--- config.mk ---
export PLATFORM = sky130hd
export DESIGN_NAME = cp0_irq_ctrl
export DESIGN_NICKNAME = d
export VERILOG_FILES = /design/src/rtl/cp0_irq_ctrl.sv
export SDC_FILE = /design/constraint.sdc
export NUM_CORES = 1
export LEC_CHECK = 0
export ABC_AREA = 1
export ABC_CLOCK_PERIOD_IN_PS = 5550
export CELL_PAD_IN_SITES_DETAIL_PLACEMENT = 0
export CELL_PAD_IN_SITES_GLOBAL_PLACEMENT = 2
export CORE_UTILIZATION = 32
export CTS_CLUSTER_SIZE = 30
export DETAILED_ROUTE_END_ITERATION = 8
export PLACE_DENSITY_LB_ADDON = 0.1
export SLEW_MARGIN = 20
export SYNTH_ARGS = -nofsm -noshare
export SYNTH_HDL_FRONTEND = slang
export SYNTH_SLANG_ARGS = --single-unit
--- constraint.sdc ---
create_clock -name clk -period 5.55 [get_ports clk]
set_clock_uncertainty 0.1 [all_clocks]
set_input_delay 0.555 -clock clk [delete_from_list [all_inputs] [get_ports clk]]
set_output_delay 0.555 -clock clk [all_outputs]
set_load 0.01 [all_outputs]
--- src/rtl/cp0_irq_ctrl.sv ---
// ============================================================================
// Module   : cp0_irq_ctrl
// Purpose  : MIPS32 CP0 beside the M stage: status/cause/EPC, prescaled
//            sticky timer and synchronised hardware interrupts.
// Revision : 1.0  initial release
// ============================================================================
`default_nettype none

module cp0_irq_ctrl #(
    parameter int          NUM_HWINT   = 6,
    parameter int          SYNC_STAGES = 2,
    parameter int          COUNT_DIV   = 1,
    parameter logic [31:0] PRID        = 32'h0001_8000
) (
    input  logic                 clk,
    input  logic                 reset_n,
    input  logic                 en,
    input  logic [4:0]           CP0ADD,
    input  logic [31:0]          CP0In,
    output logic [31:0]          CP0Out,
    input  logic                 EXLSet,
    input  logic [4:0]           ExcCodeIn,
    input  logic [31:0]          VPC,
    input  logic [31:0]          VAddr,
    input  logic                 BDIn,
    input  logic [NUM_HWINT-1:0] HWInt,
    input  logic                 EXLClr,
    output logic [31:0]          EPCOut,
    output logic                 Req,
    output logic                 TimerIrq
);

    localparam int            PW         = (COUNT_DIV > 1) ? $clog2(COUNT_DIV) : 1;
    localparam logic [PW-1:0] c_PRE_LAST = PW'(COUNT_DIV - 1);

    logic [31:0]          r_badvaddr;
    logic [31:0]          r_count;
    logic [31:0]          r_compare;
    logic [31:0]          r_epc;
    logic [PW-1:0]        r_pre;
    logic                 r_ie;
    logic                 r_exl;
    logic [7:0]           r_im;
    logic                 r_bd;
    logic                 r_ti;
    logic [5:0]           r_ip_hw;
    logic [1:0]           r_ip_sw;
    logic [4:0]           r_exccode;

    logic [NUM_HWINT-1:0] w_hw_sync;
    logic [5:0]           w_hw6;
    logic [7:0]           w_ip;
    logic                 w_int;
    logic                 w_tick;
    logic                 w_cnt_wr;
    logic                 w_cmp_wr;
    logic [31:0]          w_count_inc;
    logic [31:0]          w_sr;
    logic [31:0]          w_cause;

    if (SYNC_STAGES > 0) begin : g_sync
        logic [SYNC_STAGES-1:0][NUM_HWINT-1:0] r_sync;

        always_ff @(posedge clk or negedge reset_n) begin
            if (!reset_n) begin
                r_sync <= '0;
            end else begin
                r_sync[0] <= HWInt;
                for (int i = 1; i < SYNC_STAGES; i++) begin
                    r_sync[i] <= r_sync[i-1];
                end
            end
        end

        assign w_hw_sync = r_sync[SYNC_STAGES-1];
    end else begin : g_bypass
        assign w_hw_sync = HWInt;
    end

    assign w_hw6       = 6'(w_hw_sync);
    assign w_ip        = {r_ip_hw, r_ip_sw};
    assign w_int       = r_ie & ~r_exl & (|(w_ip & r_im));
    assign w_tick      = (r_pre == c_PRE_LAST);
    assign w_cnt_wr    = en && (CP0ADD == 5'd9);
    assign w_cmp_wr    = en && (CP0ADD == 5'd11);
    assign w_count_inc = r_count + 32'd1;

    assign Req      = w_int | EXLSet;
    assign TimerIrq = r_ti;
    assign EPCOut   = r_epc;

    // Interrupt beats exception beats ERET beats mtc0 for the status fields.
    always_ff @(posedge clk or negedge reset_n) begin
        if (!reset_n) begin
            r_badvaddr <= '0;
            r_epc      <= '0;
            r_ie       <= 1'b0;
            r_exl      <= 1'b0;
            r_im       <= '0;
            r_bd       <= 1'b0;
            r_ip_hw    <= '0;
            r_ip_sw    <= '0;
            r_exccode  <= '0;
        end else begin
            r_ip_hw <= w_hw6 | {r_ti, 5'b0};
            if (w_int || EXLSet) begin
                r_exl     <= 1'b1;
                r_bd      <= BDIn;
                r_epc     <= BDIn ? (VPC - 32'd4) : VPC;
                r_exccode <= w_int ? 5'd0 : ExcCodeIn;
                if (!w_int && (ExcCodeIn == 5'd4 || ExcCodeIn == 5'd5)) begin
                    r_badvaddr <= VAddr;
                end
            end else if (EXLClr) begin
                r_exl <= 1'b0;
            end else if (en) begin
                case (CP0ADD)
                    5'd12: begin
                        r_ie  <= CP0In[0];
                        r_exl <= CP0In[1];
                        r_im  <= CP0In[15:8];
                    end
                    5'd13:   r_ip_sw <= CP0In[9:8];
                    5'd14:   r_epc   <= CP0In;
                    default: ;
                endcase
            end
        end
    end

    // Count/Compare writes bypass arbitration; a Compare write clears TI even on a match.
    always_ff @(posedge clk or negedge reset_n) begin
        if (!reset_n) begin
            r_pre     <= '0;
            r_count   <= '0;
            r_compare <= 32'hFFFF_FFFF;
            r_ti      <= 1'b0;
        end else begin
            if (w_cnt_wr) begin
                r_count <= CP0In;
                r_pre   <= '0;
            end else if (w_tick) begin
                r_count <= w_count_inc;
                r_pre   <= '0;
            end else begin
                r_pre <= r_pre + PW'(1);
            end
            if (w_cmp_wr) begin
                r_compare <= CP0In;
            end
            if (w_cmp_wr) begin
                r_ti <= 1'b0;
            end else if (!w_cnt_wr && w_tick && (w_count_inc == r_compare)) begin
                r_ti <= 1'b1;
            end
        end
    end

    assign w_sr    = {9'd0, 1'b1, 6'd0, r_im, 6'd0, r_exl, r_ie};
    assign w_cause = {r_bd, r_ti, 14'd0, w_ip, 1'b0, r_exccode, 2'b00};

    always_comb begin
        CP0Out = '0;
        case (CP0ADD)
            5'd8:    CP0Out = r_badvaddr;
            5'd9:    CP0Out = r_count;
            5'd11:   CP0Out = r_compare;
            5'd12:   CP0Out = w_sr;
            5'd13:   CP0Out = w_cause;
            5'd14:   CP0Out = r_epc;
            5'd15:   CP0Out = PRID;
            default: CP0Out = '0;
        endcase
    end

endmodule

`default_nettype wire

==> flow_summary.toml <==
[detailed_routing]
wl_um = 39340
antenna_left = 0
drc = 0
firstDrtPassIters = 6
vias = 9459
drt_iter0_markers = 696
vias_per_cell = 5.031
wl_per_cell_um = 20.92

[timing]
fin_crit_sh = 0.8505
tightest_slew_ns = 1.050
rsz0062_at_grt = "false"
post-route-min-period_ns = 4.720
tns_ns = 0
relSlewSlack = 0.2960
maxSlewViolCount = 0
setup_viol = 0
hold_viol = 0
whs_ns = 0.09000
fmax_mhz = 211.9

[synth]
yosysTopAreaCellShare = 0.3432
async_flop_share = 1.000
ys_seq_elements = 165
synthCells = 1301
synthTopCellsByArea = "dfrtp_1 34%, nand2_1 14%, dfstp_2 8.7%"
synth-main-ff-cell = "dfrtp_1"
syn-num-nets = 1421
yosys-top-cells-count = "356 x nand2_1, 141 x inv_1, 133 x dfrtp_1"
yosysWarnings = 0
synth_edf_count = 0
synth_area_per_cell_um2 = 7.453
synthDistinctLibCells = 45
yosysMostFrequentCell = "nand2_1"
synth_area_leader_cell = "dfrtp_1"
synth_area_um2 = 9697
synth_seq_area_share = 0.4299

[clocking]
cts_buffers = 17
cts_buffer_depth = 2
insertion_delay_ns = 0.44
cts_sinks = 165
cts_resized = 0
cts_tree = "built"
root_buffer = "clkbuf_16"
cts.clk_slew.worst_paths_ns = 0.06
cts_htree_levels = 4
ctsHoldBuffers = 0
postCtsSetupBuffers = 0

[outcome]
outcome = "completed"

[pwr]
p_leak_uw = 0.005547
power_density_nw_per_um2 = 318.6
irDropWorstVdd_mv = 0.2291
fin_total_pwr_uw = 3990

[floorplan]
pin_count = 184
die_w_um = 176.1
row_count = 63
die_y_um = 176.1
start_util = 0.3263
core_area_um2 = 29720
dieArea_um2 = 31000

[global_routing]
grt_use_met1 = 0.3838
grt_busiest_layer = "met1"
antenna_found_initial = 2
overflow = 0
grt_use_met2 = 0.3799
grtUsageMet3 = 0.05426
grt_pass1_vias = 9417
grt.total_usage = 0.2606
grt_start_max_net_pins = 94
grt_first_pass_wirelength_um = 58850

[setup_path]
path_class = "input pin to output pin"
worstSetupEndpointType = "output pin"
crit_path_max_fanout = 30
worst_ep_required_time_ns = 4.89
critical_path.startpoint_type = "input pin"
arrival_ns = 4.07

[job]
drv_cap = 0

[final_layout]
area_growth_pct = 29.17
drive_gt1_frac = 0.09872
fin_nets = 1596
fillers = 3070

[place]
post-dp-hpwl_um = 31240
portBuffers = 183
gp_congestion = 0.8945

[hold_path]
hold_path_class = "input pin to asynchronous set/reset pin"
-- metal layers --
layer	vias up	routed length, um
li1	4622	-
met1	4488	19340
met2	307	16660
met3	42	2472
met4	0	863
met5	-	0
-- power breakdown --
| part | internal (uW) | switching, uW | leakage, uW |
|---|---|---|---|
| Sequential | 1470 | 201 | 0.00193 |
| Combinational | 433 | 700 | 0.00335 |
| Clock | 673 | 518 | 0.000275 |
-- layout make-up --
class | instances | area, um^2 | area share
diodes | 1 | 2.502 | 0.0001998
clock buffers | 23 | 457.9 | 0.03656
clock inverters | 9 | 105.1 | 0.008391
inverters | 145 | 544.3 | 0.04345
multi-input cells | 950 | 4821 | 0.3849
flip-flops and latches | 165 | 4169 | 0.3328
well taps | 390 | 488.0 | 0.03896
repair buffers | 197 | 1938 | 0.1547
-- cells by family after synthesis --
group	synth area share
buffers and inverters	0.07458
AOI/OAI and AO/OA	0.1357
muxes	0.03948
DFF	0.4299
and+or+nand+nor	0.2946
adders and majority gates	0.002580
xor gates and xnor gates	0.02310
-- path summary, 6_finish.rpt --
path	from	end	depth (start not counted)	slack (ns)
setup / recovery	CP0ADD[0]	CP0Out[31]	8	0.83
hold / removal	reset_n	r_badvaddr[2]$_DFFE_PN0P_	1	0.09
setup reg to reg	r_im[7]$_DFFE_PN0P_	EPCOut[26]$_DFFE_PN0P_	11	2.72
hold reg to reg	g_sync.r_sync[0]$_DFF_PN0_	w_hw6[0]$_DFF_PN0_	0	0.24
max in group asynchronous	reset_n	r_compare[6]$_DFFE_PN1P_	2	4.10
min in group clk	g_sync.r_sync[0]$_DFF_PN0_	w_hw6[0]$_DFF_PN0_	0	0.24
-- state kept, by name (all words and copies together), names as in the netlist --
name	count
EPCOut	32
r_count	32
TimerIrq	1
r_exccode	5
r_badvaddr	32
r_im	8
r_ip_hw	6
r_exl	1
r_ip_sw	2
r_ie	1
g_sync.r_sync	6
r_bd	1
w_hw6	6
r_compare	32
-- critical path: stages --
cell	delay, ns
clkdlybuf4s50_1	0.63
nand3_1	0.16
nor2_1	0.38
clkinv_1	0.96
o22ai_1	0.55
a21oi_1	0.07
o211ai_1	0.15
clkdlybuf4s50_1	0.60
-- through the flow --
stage | util | std cells | cell area (um^2) | worst slack (ns)
after floorplan | - | 1301 | 9697 | 3.090
after global placement | 0.4025 | 1847 | 11960 | 1.340
after detailed placement | 0.4025 | 1847 | 11960 | 1.300
after CTS | 0.4214 | 1879 | 12520 | 1.278
after global routing | 0.4215 | 1880 | 12530 | 0.6323
final | 0.4215 | 1880 | 12530 | 0.8300
-- layout by cell type (no fill, tap or decap), types with 13 or more instances in the layout --
| master | count |
|---|---|
| inv_1 | 140 |
| dfrtp_1 | 133 |
| clkdlybuf4s50_1 | 182 |
| buf_4 | 14 |
| dfstp_2 | 32 |
| o22ai_1 | 29 |
| xor2_1 | 14 |
| o21ai_0 | 122 |
| nand2_1 | 356 |
| nor2_4 | 13 |
| mux2_2 | 34 |
| nand3_1 | 107 |
| nand4_1 | 14 |
| clkbuf_16 | 17 |
| nor2_1 | 130 |
| a21oi_1 | 43 |
No activity file was read; power rests on OpenSTA's default activity.
